==> src/rtl/split_bus_arbiter.sv <==
// Central bus arbiter: grants init0, init1 or the split target. It tracks one outstanding split
// and forces release of a stuck tenure after TIMEOUT_CYCLES busy cycles.
//   state  | meaning
//   S_IDLE | bus free; arbitrate on this cycle's requests, and the winner owns the bus from the next edge
//   S_BUSY | a tenure is in progress; wait for done, split, abandon or timeout
module split_bus_arbiter #(
   parameter int unsigned TIMEOUT_CYCLES = 64
) (
   input  logic       clk,
   input  logic       rst_n,
   input  logic       init0_req,
   input  logic       init1_req,
   input  logic       split_req,
   input  logic       txn_done,
   input  logic       split_ack,
   output logic       init0_grant,
   output logic       init1_grant,
   output logic       split_grant,
   output logic [1:0] owner,
   output logic       split_pending,
   output logic       split_owner,
   output logic       timeout,
   output logic       split_err
);

   localparam int unsigned CNT_W = (TIMEOUT_CYCLES == 0) ? 1 : $clog2(TIMEOUT_CYCLES + 1);
   localparam logic [CNT_W-1:0] CNT_MAX = CNT_W'(TIMEOUT_CYCLES);
   localparam logic [CNT_W-1:0] CNT_LAST = CNT_W'((TIMEOUT_CYCLES == 0) ? 0 : TIMEOUT_CYCLES - 1);

   localparam logic [1:0] OWN_NONE  = 2'd0;
   localparam logic [1:0] OWN_I0    = 2'd1;
   localparam logic [1:0] OWN_I1    = 2'd2;
   localparam logic [1:0] OWN_SPLIT = 2'd3;

   typedef enum logic {S_IDLE, S_BUSY} state_t;

   state_t           state_q, state_d;
   logic [1:0]       owner_q, owner_d;
   logic [CNT_W-1:0] cnt_q, cnt_d;
   logic             pend_q, pend_d;
   logic             sown_q, sown_d;
   logic             last_q, last_d;
   logic             timeout_q, timeout_d;
   logic             err_q, err_d;
   logic             g0_q, g0_d, g1_q, g1_d, gs_q, gs_d;

   logic             elig0, elig1, owner_req, to_hit, rel;

   always_comb begin
      state_d   = state_q;
      owner_d   = owner_q;
      cnt_d     = cnt_q;
      pend_d    = pend_q;
      sown_d    = sown_q;
      last_d    = last_q;
      timeout_d = 1'b0;
      err_d     = 1'b0;
      elig0     = init0_req && !(pend_q && !sown_q);
      elig1     = init1_req && !(pend_q && sown_q);
      owner_req = 1'b0;
      to_hit    = 1'b0;
      rel       = 1'b0;

      case (state_q)
         S_IDLE: begin
            // Returning split data beats fresh initiator traffic
            if (split_req && pend_q) begin
               owner_d = OWN_SPLIT;
            end else if (elig0 && (!elig1 || last_q)) begin
               owner_d = OWN_I0;
               last_d  = 1'b0;
            end else if (elig1) begin
               owner_d = OWN_I1;
               last_d  = 1'b1;
            end
            if (owner_d != OWN_NONE) begin
               state_d = S_BUSY;
               cnt_d   = '0;
            end
         end
         S_BUSY: begin
            case (owner_q)
               OWN_I0:  owner_req = init0_req;
               OWN_I1:  owner_req = init1_req;
               default: owner_req = split_req;
            endcase
            to_hit = (TIMEOUT_CYCLES != 0) && (cnt_q == CNT_LAST);
            if (cnt_q != CNT_MAX) cnt_d = cnt_q + 1'b1;
            rel = 1'b1;
            if (txn_done || (split_ack && owner_q == OWN_SPLIT)) begin
               if (owner_q == OWN_SPLIT) pend_d = 1'b0;
            end else if (split_ack) begin
               if (pend_q) begin
                  err_d = 1'b1;
               end else begin
                  pend_d = 1'b1;
                  sown_d = (owner_q == OWN_I1);
               end
            end else if (!owner_req) begin
               rel = 1'b1;
            end else if (to_hit) begin
               timeout_d = 1'b1;
               if (owner_q == OWN_SPLIT) pend_d = 1'b0;
            end else begin
               rel = 1'b0;
            end
            if (rel) begin
               state_d = S_IDLE;
               owner_d = OWN_NONE;
            end
         end
         default: begin
            state_d = S_IDLE;
            owner_d = OWN_NONE;
         end
      endcase

      g0_d = (owner_d == OWN_I0);
      g1_d = (owner_d == OWN_I1);
      gs_d = (owner_d == OWN_SPLIT);
   end

   always_ff @(posedge clk or negedge rst_n) begin
      if (!rst_n) begin
         state_q   <= S_IDLE;
         owner_q   <= OWN_NONE;
         cnt_q     <= '0;
         pend_q    <= 1'b0;
         sown_q    <= 1'b0;
         last_q    <= 1'b1;
         timeout_q <= 1'b0;
         err_q     <= 1'b0;
         g0_q      <= 1'b0;
         g1_q      <= 1'b0;
         gs_q      <= 1'b0;
      end else begin
         state_q   <= state_d;
         owner_q   <= owner_d;
         cnt_q     <= cnt_d;
         pend_q    <= pend_d;
         sown_q    <= sown_d;
         last_q    <= last_d;
         timeout_q <= timeout_d;
         err_q     <= err_d;
         g0_q      <= g0_d;
         g1_q      <= g1_d;
         gs_q      <= gs_d;
      end
   end

   assign init0_grant   = g0_q;
   assign init1_grant   = g1_q;
   assign split_grant   = gs_q;
   assign owner         = owner_q;
   assign split_pending = pend_q;
   assign split_owner   = sown_q;
   assign timeout       = timeout_q;
   assign split_err     = err_q;

endmodule

==> config.mk <==
export PLATFORM = sky130hd
export DESIGN_NAME = split_bus_arbiter
export DESIGN_NICKNAME = d
export VERILOG_FILES = /design/src/rtl/split_bus_arbiter.sv
export SDC_FILE = /design/constraint.sdc
export NUM_CORES = 1
export LEC_CHECK = 0
export BUFFER_PORTS_ARGS = -buffer_cell sky130_fd_sc_hd__buf_2
export CORE_ASPECT_RATIO = 0.75
export CORE_UTILIZATION = 46
export DETAILED_ROUTE_END_ITERATION = 7
export PLACE_DENSITY = 0.67
export SLEW_MARGIN = 20
export SYNTH_ARGS = -nofsm -noshare
export SYNTH_HDL_FRONTEND = slang
export SYNTH_SLANG_ARGS = --single-unit
==> constraint.sdc <==
create_clock -name clk -period 3.6 [get_ports clk]
set_input_delay 0.54 -clock clk [delete_from_list [all_inputs] [get_ports clk]]
set_output_delay 0.54 -clock clk [all_outputs]
set_load 0.05 [all_outputs]
==> results.yml <==
finish:
  instances_no_fill: 137
  diodes: 0
  register_area_um2: 452
  multi_input_area_um2: 532
  layout-drive-gt1-share_pct: 29.2
  area_delta_synth_final_pct: 9.90
  nets: 126
  final_core_util_pct: 55.3
  n_fill_cell: 187
hold_path:
  hold_path.class: "primary input to async pin"
floorplan:
  dieArea_um2: 2480
  rows: 14
  die_height_um: 43.3
  design.core.area_um2: 2080
  io_pins: 16
  fp.dieW_um: 57.1
  start_util_pct: 50.3
grt:
  grt_max_degree: 19
  globalRouteTotalUtil_pct: 18.4
  grt_pass1_vias: 726
  grt_first_pass_wirelength_um: 3400
  antenna_found_initial: 0
  overflow: 0
sta:
  final.setup_skew_ps: 6.18
  min_period_over_period_pct: 51.3
  grt_setup_unrepaired: "no"
  hold_viol: 0
  tns_ps: 0
  layout_min_cycle_time_ps: 1850
  slew_violations: 0
  finalHoldWorstSlack_ps: 148
  slew_headroom_pct: 73.1
  fmax_mhz: 542
  setup_viol: 0
  worst_pin_slew_ps: 404
clock_tree:
  cts.clk_slew.worst_paths_ps: 100
  cts_tree: "built"
  cts_buffers: 3
  cts_sinks: 18
  clockBufferDepth: 2
  postCtsHoldBufs: 0
  cts_repair_resize_count: 0
  cts-root-buf: "clkbuf_4"
  cts_max_level: 1
  clkLatencyLatePin_ps: 300
  post_cts_buffers: 0
worst_setup_path:
  required_ps: 3840
  crit_fanout: 6
  worst_path_max_delay_cell: "dfrtp_1"
  critPathArrivalTime_ps: 2090
  path_cells: "inv_1 -> ha_1 -> a221o_2 -> o21ai_4 -> nor3b_4 -> a22oi_4 -> inv_2 -> nor2_2"
  cp_slowest_stage_delay_ps: 510
  crit_cells: 8
  cp-end-kind: "flop"
  startpoint_type: "flop"
  crit_type: "flop to flop"
  worst-path-buf-inv: 2
  crit_family: "compound AO/OA/AOI/OAI gates"
  r2r_cells: 8
synth:
  synth-simple-area-share_pct: 16.8
  synth_cell_types: 40
  synth-compound-area-share_pct: 22.6
  yosysWarnings: 0
  synth_adder_area_share_pct: 5.97
  syn_avg_cell_area_um2: 10.9
  synth_nets: 108
  ys_seq_area_share_pct: 43.1
  synthXorXnorAreaFrac_pct: 3.34
  synthMuxAreaShare_pct: 2.03
  synth_top_family_by_area: "compound AO/OA/AOI/OAI gates"
  postSynthCellCount: 96
  netlist_area_um2: 1050
  ys_ff_latch: 18
power:
  ir_drop_uv: 430
  total_power_mw: 0.913
  p_per_area_nw_per_um2: 792
  p_leak_nw: 0.557
placed_design:
  place_hpwl_um: 1520
  dp.cells: 133
  place_congestion: 0.800
  io_buffers: 15
route:
  drc_errors: 2
  vias_per_cell: 5.50
  first_iter_violations: 19
  dr.pass1.iters: 6
  wl_um: 2000
  ant_nets: 0
  post_drt_wl_per_cell_um: 14.6
  num_vias: 753
outcome:
  violations: "DRC"
  outcome: "finished, violations left"
job:
  cap_violations: 0
registers in the layout, indices dropped and copies added, names as in the netlist:
name / count
split_err: 1
split_grant: 1
init0_grant: 1
owner: 2
state_q: 1
init1_grant: 1
split_owner: 1
last_q: 1
cnt_q: 7
timeout: 1
split_pending: 1
cell families after synthesis:
kind of cell | after synthesis
and+or+nand+nor | 27
DFF | 18
muxes | 2
AOI/OAI and AO/OA | 28
xor gates and xnor gates | 4
buffers and inverters | 12
adders and majority gates | 5
per-stage QoR:
stage | instance area (µm²) | setup WS, ps
2_1_floorplan | 1050 | 1610
3_3_place_gp | 1130 | 1820
3_5_place_dp | 1130 | 1750
4_1_cts | 1150 | 1730
5_1_grt | 1150 | 1670
6_report | 1150 | 1750
final timing paths:
check                           from  slack [ps]     endpoint
setup / recovery            owner[0]        1750  init0_grant
hold / removal                 rst_n         150     cnt_q[2]
hold reg to reg             cnt_q[6]         560     cnt_q[6]
max in group asynchronous      rst_n        3120       last_q
min in group clk           split_ack         520    split_err
setup reg to reg            owner[0]        1750  init0_grant
area by class of cell:
class / count / area share, %
inverters: 10 / 3.26
flip-flops and latches: 18 / 39.2
clock buffers: 4 / 2.28
well taps: 24 / 2.61
repair buffers: 15 / 6.51
multi-input cells: 66 / 46.1
cells in the mapped netlist (all sizes together):
cell     instances  area, µm²
a22o             4       35.0
a21bo            1       10.0
ha               5       62.6
nor3             4       31.3
nand2b           3       26.3
o21ai            4       31.3
nor4             1       6.26
or3              1       11.3
nor2             6       25.0
xnor2            4       35.0
o22ai            1       6.26
o2bb2ai          2       17.5
a21o             1       7.51
dfrtp           17        425
nand3            3       20.0
a32oi            1       8.76
mux2             1       11.3
and3             1       6.26
inv             10       37.5
a22oi            2       28.8
dfstp            1       26.3
o31a             1       8.76
a31oi            1       6.26
clkbuf           2       27.5
nor3b            1       18.8
a21oi            7       46.3
and2b            1       8.76
o311ai           1       8.76
mux2i            1       10.0
nand2            6       22.5
a221o            2       21.3
layout by cell type (no fill, tap or decap), drive strengths merged, types with 3 or more instances in the layout:
| master | n |
|---|---|
| a21oi | 7 |
| a22o | 4 |
| buf | 15 |
| clkbuf | 4 |
| dfrtp | 17 |
| ha | 5 |
| inv | 10 |
| nand2 | 6 |
| nand2b | 3 |
| nand3 | 3 |
| nor2 | 6 |
| nor3 | 4 |
| o21ai | 4 |
| xnor2 | 4 |
report_power, final:
group / leakage, nW / internal (mW) / switching, mW
Clock: 0.0150 / 0.0432 / 0.0639
Combinational: 0.311 / 0.154 / 0.309
Sequential: 0.232 / 0.259 / 0.0839
Total: 0.557 / 0.456 / 0.457
worst register-to-register path: stages (launching register included):
cell     delay (ps)
dfrtp_1         510
inv_1            80
ha_1            310
a221o_2         330
o21ai_4         100
nor3b_4         100
a22oi_4         240
inv_2            60
nor2_2           70
layer usage:
layer,track usage (%),vias up,wire length (µm),part of all wire [%]
met2,28.9,18,888,44
met5,0,-,0,0
met4,4.39,0,10,0.50
li1,-,374,-,-
met1,25.4,358,1020,51
met3,5.37,3,84,4.2
Note: power is estimated with default switching activity, not from simulation.
